`config.mk`:
```
export PLATFORM = sky130hd
export DESIGN_NAME = wheel_speed_meter_flat
export DESIGN_NICKNAME = d
export VERILOG_FILES = /design/src/rtl/car_pkg.sv /design/src/rtl/wheel_speed_meter_if.sv /design/src/rtl/wheel_speed_meter_sig_filter.sv /design/src/rtl/wheel_speed_meter.sv /design/src/flat_wrapper.sv
export SDC_FILE = /design/constraint.sdc
export NUM_CORES = 1
export LEC_CHECK = 0
export CAP_MARGIN = 25
export CORE_MARGIN = 2
export CORE_UTILIZATION = 55
export CTS_CLUSTER_SIZE = 20
export DETAILED_ROUTE_END_ITERATION = 8
export GPL_TIMING_DRIVEN = 1
export PLACE_DENSITY = 0.75
export SLEW_MARGIN = 20
export SYNTH_ARGS = -nofsm -noshare
export SYNTH_HDL_FRONTEND = slang
export SYNTH_SLANG_ARGS = --single-unit
```
`constraint.sdc`:
```
create_clock -name clk_M -period 4.3 [get_ports clk_M]
set_input_delay 0.86 -clock clk_M [delete_from_list [all_inputs] [get_ports clk_M]]
set_output_delay 0.86 -clock clk_M [all_outputs]
set_load 0.01 [all_outputs]
```
`src/rtl/car_pkg.sv`:
```
// rtl/car_pkg.sv - shared constants and FSM encodings for the car timing blocks
package car_pkg;

    // Wheel speed meter FSM states
    typedef enum logic {
        S_IDLE = 1'b0,
        S_GATE = 1'b1
    } state_t;

    // System clock rate; the default gate window is one second of it
    localparam int CLK_HZ          = 50_000_000;
    localparam int GATE_CYCLES_DEF = CLK_HZ;
    localparam int FILT_CYCLES_DEF = 4;
    localparam int CNT_W_DEF       = 16;
    localparam int GATE_W_DEF      = 32;

endpackage

```
`src/rtl/wheel_speed_meter_if.sv`:
```
// rtl/wheel_speed_meter_if.sv - control/result bundle of the wheel speed meter
interface wheel_speed_meter_if
    import car_pkg::*;
#(
    parameter int CNT_W = CNT_W_DEF
);
    logic             en;
    logic             sig_in;
    logic [CNT_W-1:0] count_out;
    logic             count_valid;
    logic             overflow;
    logic             busy;

    // Consumer side: drives enable and the raw pulse line, reads results
    modport master (
        output en, sig_in,
        input  count_out, count_valid, overflow, busy
    );

    // Meter side
    modport slave (
        input  en, sig_in,
        output count_out, count_valid, overflow, busy
    );
endinterface

```
`src/rtl/wheel_speed_meter_sig_filter.sv`:
```
// rtl/wheel_speed_meter_sig_filter.sv - synchroniser, glitch filter and rising-edge detector
module sig_filter #(
    parameter int FILT_CYCLES = 4
) (
    input  logic clk_M,
    input  logic reset,
    input  logic din,
    output logic level,
    output logic rise
);
    localparam int FW = (FILT_CYCLES > 1) ? $clog2(FILT_CYCLES) : 1;

    logic          r_sync1;
    logic          r_sync2;
    logic [FW-1:0] r_stable_cnt;
    logic          r_level;
    logic          r_rise;

    // Two-flop synchroniser, then accept a level change only after it has held FILT_CYCLES samples
    always_ff @(posedge clk_M or posedge reset) begin
        if (reset) begin
            r_sync1      <= 1'b0;
            r_sync2      <= 1'b0;
            r_stable_cnt <= '0;
            r_level      <= 1'b0;
            r_rise       <= 1'b0;
        end else begin
            r_sync1 <= din;
            r_sync2 <= r_sync1;
            r_rise  <= 1'b0;
            if (r_sync2 == r_level) begin
                r_stable_cnt <= '0;
            end else if (r_stable_cnt == FW'(FILT_CYCLES - 1)) begin
                r_level      <= r_sync2;
                r_rise       <= r_sync2;
                r_stable_cnt <= '0;
            end else begin
                r_stable_cnt <= r_stable_cnt + FW'(1);
            end
        end
    end

    assign level = r_level;
    assign rise  = r_rise;
endmodule

```
`src/rtl/wheel_speed_meter.sv`:
```
// rtl/wheel_speed_meter.sv - gated rising-edge counter reporting pulses per window
module wheel_speed_meter
    import car_pkg::*;
#(
    parameter int GATE_CYCLES = GATE_CYCLES_DEF,
    parameter int CNT_W       = CNT_W_DEF,
    parameter int FILT_CYCLES = FILT_CYCLES_DEF,
    parameter int GATE_W      = GATE_W_DEF
) (
    input  logic                clk_M,
    input  logic                reset,
    wheel_speed_meter_if.slave  bus
);
    state_t            r_state;
    logic [GATE_W-1:0] r_gate_cnt;
    logic [CNT_W-1:0]  r_pulse_cnt;
    logic              r_sat;
    logic [CNT_W-1:0]  r_count_out;
    logic              r_count_valid;
    logic              r_overflow;

    logic              w_level;
    logic              w_rise;
    logic              w_edge;
    logic              w_at_max;
    logic [CNT_W-1:0]  w_pulse_next;
    logic              w_sat_next;
    logic              w_close;

    sig_filter #(
        .FILT_CYCLES (FILT_CYCLES)
    ) u_sig_filter (
        .clk_M (clk_M),
        .reset (reset),
        .din   (bus.sig_in),
        .level (w_level),
        .rise  (w_rise)
    );

    // A rise is only ever reported together with the new high level
    assign w_edge       = w_rise & w_level;
    assign w_at_max     = &r_pulse_cnt;
    assign w_pulse_next = (w_edge && !w_at_max) ? r_pulse_cnt + CNT_W'(1) : r_pulse_cnt;
    assign w_sat_next   = r_sat | (w_edge & w_at_max);
    assign w_close      = (r_gate_cnt == GATE_W'(GATE_CYCLES - 1));

    // Gate FSM: open a window on en, publish at its last cycle, abort on en low
    always_ff @(posedge clk_M or posedge reset) begin
        if (reset) begin
            r_state       <= S_IDLE;
            r_gate_cnt    <= '0;
            r_pulse_cnt   <= '0;
            r_sat         <= 1'b0;
            r_count_out   <= '0;
            r_count_valid <= 1'b0;
            r_overflow    <= 1'b0;
        end else begin
            r_count_valid <= 1'b0;
            case (r_state)
                S_IDLE: begin
                    r_gate_cnt  <= '0;
                    r_pulse_cnt <= '0;
                    r_sat       <= 1'b0;
                    if (bus.en) begin
                        r_state <= S_GATE;
                    end
                end
                S_GATE: begin
                    if (!bus.en) begin
                        r_state     <= S_IDLE;
                        r_gate_cnt  <= '0;
                        r_pulse_cnt <= '0;
                        r_sat       <= 1'b0;
                    end else if (w_close) begin
                        r_count_out   <= w_pulse_next;
                        r_overflow    <= w_sat_next;
                        r_count_valid <= 1'b1;
                        r_gate_cnt    <= '0;
                        r_pulse_cnt   <= '0;
                        r_sat         <= 1'b0;
                    end else begin
                        r_gate_cnt  <= r_gate_cnt + GATE_W'(1);
                        r_pulse_cnt <= w_pulse_next;
                        r_sat       <= w_sat_next;
                    end
                end
            endcase
        end
    end

    assign bus.count_out   = r_count_out;
    assign bus.count_valid = r_count_valid;
    assign bus.overflow    = r_overflow;
    assign bus.busy        = (r_state == S_GATE);
endmodule

```
`src/flat_wrapper.sv`:
```
// flat-port wrapper written by rule: the top's interface ports become plain ports
module wheel_speed_meter_flat import car_pkg::*;
#(
    parameter int GATE_CYCLES = GATE_CYCLES_DEF,
    parameter int CNT_W       = CNT_W_DEF,
    parameter int FILT_CYCLES = FILT_CYCLES_DEF,
    parameter int GATE_W      = GATE_W_DEF
)
  (clk_M, reset, bus_en, bus_sig_in, bus_count_out, bus_count_valid, bus_overflow, bus_busy);
  wheel_speed_meter_if #(.CNT_W(CNT_W)) bus_i ();
  input  logic clk_M;
  input  logic reset;
  input wire logic [$bits(bus_i.en)-1:0] bus_en;
  input wire logic [$bits(bus_i.sig_in)-1:0] bus_sig_in;
  output wire logic [$bits(bus_i.count_out)-1:0] bus_count_out;
  output wire logic [$bits(bus_i.count_valid)-1:0] bus_count_valid;
  output wire logic [$bits(bus_i.overflow)-1:0] bus_overflow;
  output wire logic [$bits(bus_i.busy)-1:0] bus_busy;
  assign bus_i.en = bus_en;
  assign bus_i.sig_in = bus_sig_in;
  assign bus_count_out = bus_i.count_out;
  assign bus_count_valid = bus_i.count_valid;
  assign bus_overflow = bus_i.overflow;
  assign bus_busy = bus_i.busy;
  wheel_speed_meter #(.GATE_CYCLES(GATE_CYCLES), .CNT_W(CNT_W), .FILT_CYCLES(FILT_CYCLES), .GATE_W(GATE_W)) u_core (.clk_M(clk_M), .reset(reset), .bus(bus_i));
endmodule
```
==> results of run 1 <==
## layer usage
layer  GRT usage [%]  part of all wire (%)  up-vias  wire length [microns]
li1                -                     -     1158                      -
met1            27.2                    49     1152                   2980
met2            29.5                    46       37                   2850
met3            3.28                   2.7       12                    168
met4            9.54                   2.2        0                    138
met5               0                     0        -                      0
## state kept, by name, summed over array words and instances (netlist names), 2 cells and up
| register | cells |
|---|---|
| u_core.r_pulse_cnt | 16 |
| u_core.bus.count_out | 16 |
| u_core.r_gate_cnt | 32 |
| u_core.u_sig_filter.r_stable_cnt | 2 |
## per-stage QoR
stage                     area, sq um  cells  hold slack [ps]  utilization, %  setup slack [ps]
after CTS                        3920    431              365            65.5              1700
after global placement           3710    414              336            61.9              1740
after detailed placement         3730    415              346            62.2              1630
after global routing             3940    432              376            65.8              1700
final                            3940    432              356            65.8              1910
after floorplan                  3450    324              331               -              1560
## kinds of logic after synthesis
kind of cell	synth area share (%)
flip-flops	53.6
AO/OA/AOI/OAI	1.27
multiplexers	5.94
AND/OR/NAND/NOR	23.2
adder cells (fa/ha/maj)	1.09
buffers and inverters	4.02
XOR/XNOR	10.9
## cell usage after synthesis, types with 2 or more instances
cell | number | area share [%]
buf_6 | 5 | 1.6
nand3_1 | 17 | 2.5
nor2b_1 | 10 | 1.8
ha_1 | 3 | 1.1
nand4_1 | 12 | 2.2
or4_1 | 2 | 0.43
xnor2_1 | 32 | 8.1
nor2_1 | 55 | 6.0
nand2_1 | 17 | 1.8
nand4_2 | 2 | 0.72
and4_1 | 5 | 1.3
nand3_2 | 3 | 0.87
nor4b_1 | 2 | 0.51
mux2_2 | 8 | 2.6
and3_1 | 3 | 0.54
buf_2 | 3 | 0.43
nor4_1 | 10 | 1.8
o21ai_0 | 3 | 0.43
nor3_1 | 9 | 1.3
mux2i_1 | 10 | 2.9
inv_1 | 17 | 1.8
xor2_1 | 11 | 2.8
dfrtp_1 | 74 | 54
## worst paths after layout
kind	depth (start not counted)	from	slack, ps	endpoint
max in group asynchronous	4	reset	2690	u_core.r_pulse_cnt[5]
setup reg to reg	5	u_core.r_gate_cnt[28]	1910	u_core.bus.count_out[5]
hold / removal	0	u_core.u_sig_filter.r_sync1	360	u_core.u_sig_filter.r_sync2
hold reg to reg	0	u_core.u_sig_filter.r_sync1	360	u_core.u_sig_filter.r_sync2
setup / recovery	5	u_core.r_gate_cnt[28]	1910	u_core.bus.count_out[5]
min in group asynchronous	2	reset	840	u_core.u_sig_filter.r_sync1
## critical path, stage by stage, from the launching register on
cell	delay [ps]
dfrtp_1	440
nor4_1	380
nand4_1	200
nor4_2	330
nand3_2	470
mux2_4	450
## power by group
group          leakage [nW]  switching, mW  internal [mW]
Clock                0.0990          0.258          0.267
Combinational         0.648         0.0339         0.0262
Sequential            0.975         0.0140          0.711
Total                  1.72          0.306           1.00
## area by class of cell
class,instances,area (sq um),area share [%]
flip-flops and latches,74,1850,47.0
inverters,17,63.8,1.62
well taps,75,93.8,2.38
multi-input cells,224,1460,37.1
clock inverters,7,70.1,1.78
repair buffers,26,275,6.98
clock buffers,9,124,3.14
## placed cells by master, fill, tap and decap left out, drive strengths merged, types with 9 or more instances in the layout
| cell | synthesis | routed |
|---|---|---|
| nand3 | 20 | 20 |
| nand2 | 17 | 17 |
| clkdlybuf4s50 | 0 | 22 |
| xnor2 | 32 | 32 |
| nor3 | 9 | 9 |
| dfrtp | 74 | 74 |
| xor2 | 11 | 11 |
| nand4 | 14 | 14 |
| inv | 17 | 17 |
| nor2 | 55 | 55 |
| mux2i | 10 | 10 |
| mux2 | 9 | 9 |
| nor2b | 11 | 11 |
| nor4 | 11 | 11 |
| clkbuf | 0 | 9 |
==> summary.md, run 1 <==
| Metric | Value |
|---|---|
| Status | complete, no violations |
| CP Class | reg -> reg |
| Htree depth | 3 |
| Pwr/cell area | 332 nW/um^2 |
| Area grow syn2layout | 14.1% |
| Post-CTS setup buffer count | 0 |
| Leading register cell type out of synthesis | dfrtp_1 |
| Die height | 83.2 microns |
| Worst-Margin Slew | 533 ps |
| RSZ-0062 raised after global routing | no |
| Fill cells | 459 |
| Post-synth EDFFs | 0 |
| Crit path DAT | 2620 ps |
| Routability Congestion | 0.814 |
| Vias in the first global route | 2301 |
| Peak Freq | 418 MHz |
| Mapped Cells | 324 |
| Peak supply drop | 0.261 mV |
| Worst slew margin | 64.4% |
| Ports | 23 |
| Crit-path max FO | 17 |
| Syn Nets | 331 |
| Post-Route Setup TNS | 0 ps |
| Clock slew at reported path FFs | 80 ps |
| Initial cell density of the core | 57.6% |
| Worst Path Required | 4530 ps |
| Core area | 5990 sq um |
| Worst hold path type | reg -> reg |
| Global-route wire length before repair | 10900 microns |
| Worst-Skew Late Latency | 350 ps |
| Ys Warns | 0 |
| #FFs+latches synth | 74 |
| Max-cap violations | 0 |
| CTS tree | done |
| Drt first pass iters | 4 |
| Syn_area_per_cell | 10.7 sq um |
| Post-route minimum period | 2390 ps |
| Final setup fails | 0 |
| Drt drc | 0 |
| Total congestion overflow | 0 |
| PostCTS Resize Cnt | 0 |
| Final Slew Violations | 0 |
| All-layer global routing usage | 19.4% |
| Hold Violations, Final | 0 |
| Die X | 83.2 microns |
| PnR Total Power | 1.31 mW |
| Sequential-to-total area share from yosys stat | 53.6% |
| DR WL/cell | 14.2 microns |
| Setup crit start kind | flop |
| WL final | 6140 microns |
| Worst Setup End Kind | flop |
| Clk_skew | 8.17 ps |
| Layout cell share with drive strength beyond 1 | 10.4% |
| Largest net degree at the start of global routing | 49 |
| Antenna cell count | 0 |
| Vias per cell | 5.46 |
| Nets@finish | 359 |
| Clock root buffer | clkbuf_8 |
| CTS Buffer Depth | 2 |
| Num CTS Buffers | 9 |
| Iteration-0 DRC Markers | 113 |
| Row cnt | 28 |
| Die footprint | 6930 sq um |
| Synth unique cells | 34 |
| # clock sinks | 74 |
| Initial antenna violation count | 0 |
| DR vias | 2359 |
| Leak Pwr | 1.72 nW |
| Post-synth ARST share | 100% |
| Mapped Area | 3450 sq um |
| Dpl hpwl | 4150 microns |
| Final period util | 55.6% |
| Port Buffer Count | 22 |
| Routed Antenna Nets | 0 |
| Hold Buf Count CTS | 0 |
(Power assumes the default switching activity.)
==> run 2, diff against run 1 <==
--- a/config.mk
+++ b/config.mk
@@ -7,11 +7,11 @@
 export LEC_CHECK = 0
 export CAP_MARGIN = 25
 export CORE_MARGIN = 2
-export CORE_UTILIZATION = 55
+export CORE_UTILIZATION = 53
 export CTS_CLUSTER_SIZE = 20
 export DETAILED_ROUTE_END_ITERATION = 8
 export GPL_TIMING_DRIVEN = 1
-export PLACE_DENSITY = 0.75
+export PLACE_DENSITY = 0.76
 export SLEW_MARGIN = 20
 export SYNTH_ARGS = -nofsm -noshare
 export SYNTH_HDL_FRONTEND = slang
==> constraint.sdc (replaced) <==
create_clock -name clk_M -period 2 [get_ports clk_M]
set_input_delay 0.4 -clock clk_M [delete_from_list [all_inputs] [get_ports clk_M]]
set_output_delay 0.4 -clock clk_M [all_outputs]
set_load 0.01 [all_outputs]
==> run 2 against run 1 <==
Effect of this change:
- total power is 110% higher
- die area is 3.6% higher
- clock power is 92% higher
- sequential power is 120% higher
- worst setup slack worse by 1800 ps
- non-clock buffer count is 22 higher
- core utilization is 0.36 points higher
- critical path depth is 2 higher
- via count is 2.4% higher
- largest cell class unchanged
==> summary.md, run 2 (synthesis results as in run 1) <==
| Metric | Value |
|---|---|
| Ports | 23 |
| Antenna cell count | 0 |
| Reg area | 1850 sq um |
| Peak supply drop | 0.381 mV |
| CP Class | reg -> reg |
| Clock slew at reported path FFs | 70 ps |
| Num CTS Buffers | 9 |
| Placed Cells | 440 |
| Area occupied by multi-input gates | 1520 sq um |
| Final period util | 96.6% |
| Die X | 84.7 microns |
| Commonest non-fill, non-tap cells in the layout | dfrtp_1, nor2_1, xnor2_1, clkdlybuf4s50_1, buf_4 |
| Vias in the first global route | 2461 |
| Worst Path Required | 2220 ps |
| Initial cell density of the core | 54.7% |
| Hold Buf Count CTS | 0 |
| Vias per cell | 5.31 |
| Crit path DAT | 2150 ps |
| Pwr/cell area | 649 nW/um^2 |
| Core Util, Final | 66.2% |
| CTS tree | done |
| Final setup fails | 0 |
| Post-route minimum period | 1930 ps |
| Final Non-Filler Cells | 455 |
| Hold Violations, Final | 0 |
| WL final | 6490 microns |
| Routability Congestion | 0.831 |
| Max FFs per register | 32 |
| Peak Freq | 518 MHz |
| Final Worst Setup Slack | 68.4 ps |
| Setup crit start kind | flop |
| DR WL/cell | 14.3 microns |
| Worst-Skew Late Latency | 340 ps |
| Iteration-0 DRC Markers | 83 |
| Area grow syn2layout | 20.9% |
| Leak Pwr | 1.84 nW |
| Drt drc | 0 |
| Max-cap violations | 0 |
| Initial antenna violation count | 0 |
| Crit-path max FO | 22 |
| Largest register by flop count | u_core.r_gate_cnt |
| Htree depth | 3 |
| Largest net degree at the start of global routing | 75 |
| Port Buffer Count | 22 |
| All-layer global routing usage | 19.5% |
| Total congestion overflow | 0 |
| Nets@finish | 381 |
| Routed Antenna Nets | 0 |
| Clock root buffer | clkbuf_8 |
| Worst hold path type | reg -> reg |
| Most common cell after layout, fill and taps aside | dfrtp_1 |
| CTS Buffer Depth | 2 |
| Status | complete, no violations |
| Global-route wire length before repair | 11100 microns |
| Layout cell share with drive strength beyond 1 | 17.5% |
| Post-CTS setup buffer count | 0 |
| Dpl hpwl | 4480 microns |
| Post-Route Setup TNS | 0 ps |
| Worst slew margin | 71.3% |
| Hold_ws | 354 ps |
| Setup Slack @ Placement | 11.3 ps |
| Drt first pass iters | 4 |
| Core area | 6310 sq um |
| Worst Setup End Kind | flop |
| Worst-Margin Slew | 429 ps |
| Die height | 84.7 microns |
| Row cnt | 29 |
| Final Slew Violations | 0 |
| Die footprint | 7180 sq um |
| # clock sinks | 74 |
| Clk_skew | 4.91 ps |
| DR vias | 2416 |
| Fill cells | 508 |
-- run 2: path summary, 6_finish.rpt --
kind | start | end | slack (ps) | cells after the start
setup / recovery | u_core.r_gate_cnt[1] | u_core.r_pulse_cnt[1] | 70 | 7
hold / removal | u_core.u_sig_filter.r_sync1 | u_core.u_sig_filter.r_sync2 | 350 | 0
setup reg to reg | u_core.r_gate_cnt[1] | u_core.r_pulse_cnt[1] | 70 | 7
hold reg to reg | u_core.u_sig_filter.r_sync1 | u_core.u_sig_filter.r_sync2 | 350 | 0
max in group asynchronous | reset | u_core.u_sig_filter.r_sync2 | 1190 | 3
min in group asynchronous | reset | u_core.bus.count_out[10] | 510 | 3
-- run 2: repair_timing --
item | in CTS | in global routing
endpoints found under the setup margin | 1 | 49
resized for setup | 1 | 11
pin swaps | 0 | 2
-- run 2: per-stage QoR --
| step | total power, mW | area [sq um] |
|---|---|---|
| after floorplan | 1.68 | 3460 |
| after global placement | 1.72 | 3940 |
| after detailed placement | 1.73 | 3940 |
| after CTS | 2.75 | 4120 |
| after global routing | 2.83 | 4180 |
| final | 2.71 | 4180 |
-- run 2: final cells by class --
type | count | share of cell area, %
Clock buffer | 13 | 3.80
Timing Repair Buffer | 48 | 11.1
Inverter | 17 | 1.62
Tap cell | 77 | 2.31
Sequential cell | 74 | 44.3
Clock inverter | 2 | 0.300
Multi-Input combinational cell | 224 | 36.5
-- run 2: where the power goes --
part	internal (mW)	switching, mW
sequential	1.53	0.0311
clock	0.511	0.504
combinational	0.0618	0.0750
total	2.10	0.610
-- run 2: layer usage --
metal	vias up	global-route usage, %	share of wire, %	wire (microns)
met3	6	4.23	2.5	165
met5	-	0	0	0
met4	0	7.50	1.2	79
met1	1185	26.1	47	3040
li1	1193	-	-	-
met2	32	31.3	49	3210
-- run 2: worst max-delay path, stage by stage (launching register included) --
cell and delay [ps]:
dfrtp_1 400, ha_1 180, and2_1 190, nand2_1 140
or4_4 530, nand3_4 140, buf_12 170, nor2_1 60
==> run 3, diff against run 2 <==
--- a/config.mk
+++ b/config.mk
@@ -7,11 +7,10 @@
 export LEC_CHECK = 0
 export CAP_MARGIN = 25
 export CORE_MARGIN = 2
-export CORE_UTILIZATION = 53
+export CORE_UTILIZATION = 35
 export CTS_CLUSTER_SIZE = 20
 export DETAILED_ROUTE_END_ITERATION = 8
 export GPL_TIMING_DRIVEN = 1
-export PLACE_DENSITY = 0.76
 export SLEW_MARGIN = 20
 export SYNTH_ARGS = -nofsm -noshare
 export SYNTH_HDL_FRONTEND = slang
==> run 3 against run 2 <==
Effect of this change:
- register-to-register slack better by 30 ps
- via count is 1.6% higher
- critical endpoint is now u_core.bus.count_out[6]
- highest routed layer unchanged
- clock power is 17% higher
==> summary.md, run 3 (synthesis results as in run 1) <==
| Metric | Value |
|---|---|
| Status | complete, no violations |
| Nets@finish | 388 |
| Setup crit start kind | flop |
| Die X | 103 microns |
| Area grow syn2layout | 26.1% |
| RSZ-0062 raised after global routing | no |
| Worst Setup End Kind | flop |
| Area occupied by multi-input gates | 1500 sq um |
| Peak supply drop | 0.401 mV |
| FF-to-FF setup slack | 100 ps |
| Num CTS Buffers | 9 |
| Iteration-0 DRC Markers | 59 |
| CTS Buffer Depth | 2 |
| Initial cell density of the core | 35.7% |
| Worst Path Required | 2240 ps |
| Port Buffer Count | 22 |
| Commonest non-fill, non-tap cells in the layout | dfrtp_1, nor2_1, xnor2_1, buf_4, clkdlybuf4s50_1 |
| Post-route minimum period | 1900 ps |
| DR vias | 2454 |
| # clock sinks | 74 |
| Final period util | 95.2% |
| Largest net degree at the start of global routing | 30 |
| Worst-Margin Slew | 524 ps |
| Drt first pass iters | 5 |
| Pwr/cell area | 665 nW/um^2 |
| Worst slew margin | 65.0% |
| Antenna cell count | 0 |
| Max-cap violations | 0 |
| Hold Violations, Final | 0 |
| Ports | 23 |
| Crit path max-delay cell type | or4_4 |
| Hold path depth | 0 |
| Worst hold path type | reg -> reg |
| Startpoint of the worst hold path | u_core.u_sig_filter.r_sync1 |
| Final Worst Setup Slack | 95.4 ps |
| Reg area | 1850 sq um |
| Critical path's largest stage delay | 510 ps |
| Layout cell share with drive strength beyond 1 | 18.7% |
| CTS tree | done |
| Crit-path max FO | 9 |
| Initial antenna violation count | 0 |
| Setup Slack @ Placement | -19.0 ps |
| Core Util, Final | 44.9% |
| FF-to-FF path depth | 6 |
| Cells along the critical path | ha_1, nand3_1, or4_4, nand4_1, xnor2_1, mux2_2 |
| Worst Hold Path EP | u_core.u_sig_filter.r_sync2 |
| Vias in the first global route | 2405 |
| Routability Congestion | 0.821 |
| Clock slew at reported path FFs | 80 ps |
| Levels on crit path | 6 |
| Core area | 9680 sq um |
| DR WL/cell | 13.3 microns |
| Drt drc | 0 |
| Max FFs per register | 32 |
| Final Slew Violations | 0 |
| Fill cells | 906 |
| Worst R2R End | u_core.bus.count_out[6] |
| Total congestion overflow | 0 |
| Worst-Skew Late Latency | 350 ps |
| Final setup fails | 0 |
| Leak Pwr | 1.91 nW |
| Global-route wire length before repair | 11200 microns |
| Htree depth | 3 |
| R2r startpoint | u_core.r_pulse_cnt[0] |
| Crit path max-delay family | simple AND/OR/NAND/NOR gates |
| CP Class | reg -> reg |
| Largest register by flop count | u_core.r_gate_cnt |
| Hold_ws | 345 ps |
| Die height | 103 microns |
| Most common cell after layout, fill and taps aside | dfrtp_1 |
| Die footprint | 10700 sq um |
| Clk_skew | 9.97 ps |
| Peak Freq | 525 MHz |
| Row cnt | 36 |
| Crit path DAT | 2140 ps |
| WL final | 6930 microns |
| Routed Antenna Nets | 0 |
| Worst Path Buf+Inv | 0 |
| Vias per cell | 4.73 |
| All-layer global routing usage | 13.7% |
| Dpl hpwl | 4580 microns |
| Clock root buffer | clkbuf_8 |
[run 3: changes by cell type in the layout (fill, tap and decap cells not counted), sizes merged]
cell,change
buf,+5
bufinv,+1
clkbuf,-1
clkinv,+2
inv,+1
[run 3: worst max-delay path by stage]
stage	start	end	slack (ps)
6_report	u_core.r_pulse_cnt[0]	u_core.bus.count_out[6]	100
5_1_grt	u_core.r_pulse_cnt[0]	u_core.bus.count_out[6]	2
2_1_floorplan	u_core.r_gate_cnt[7]	u_core.bus.count_out[5]	90
4_1_cts	u_core.r_gate_cnt[28]	u_core.r_pulse_cnt[13]	10
3_5_place_dp	u_core.r_pulse_cnt[0]	u_core.bus.count_out[6]	-20
3_3_place_gp	u_core.r_pulse_cnt[0]	u_core.bus.count_out[6]	-30
[run 3: timing repair]
action                                  4_1_cts  5_1_grt
setup buffers                                 0        2
hold buffers                                  0        0
resized for setup                             2        5
gates cloned                                  0        2
endpoints found under the setup margin        3       56
pin swaps                                     0        4
[run 3: report_power, final]
group	leakage (nW)	internal (mW)	switching, mW
sequential	0.975	1.53	0.0304
combinational	0.834	0.0742	0.0808
clock	0.103	0.612	0.571
total	1.91	2.21	0.682
[run 3: layout make-up]
type | count | share of cell area (%)
sequential | 74 | 42.5
multi-input combinational | 224 | 34.4
timing repair buffer | 55 | 13.0
tap | 133 | 3.82
clock buffer | 10 | 3.16
inverter | 17 | 1.55
clock inverter | 6 | 1.49
[run 3: worst reg2reg max path, stage by stage (launching register included)]
cell and delay [ps]:
dfrtp_1 390, ha_1 230, nand3_1 150, or4_4 510, nand4_1 150, xnor2_1 100
mux2_2 270
[run 3: layer usage]
layer / vias up / share of wire (%) / global-route usage, %
met3: 6 / 3.2 / 4.10
li1: 1211 / - / -
met5: - / 0 / 0
met2: 42 / 48 / 21.7
met4: 0 / 0.95 / 4.35
met1: 1195 / 47 / 18.1
[run 3: stage by stage]
stage	std cells	area (sq um)	TNS, ps	power, mW
2_1_floorplan	324	3460	0	1.68
3_3_place_gp	499	4050	-33.6	1.73
3_5_place_dp	499	4050	-19.0	1.73
4_1_cts	515	4260	0	2.92
5_1_grt	519	4350	0	3.02
6_report	519	4350	0	2.90
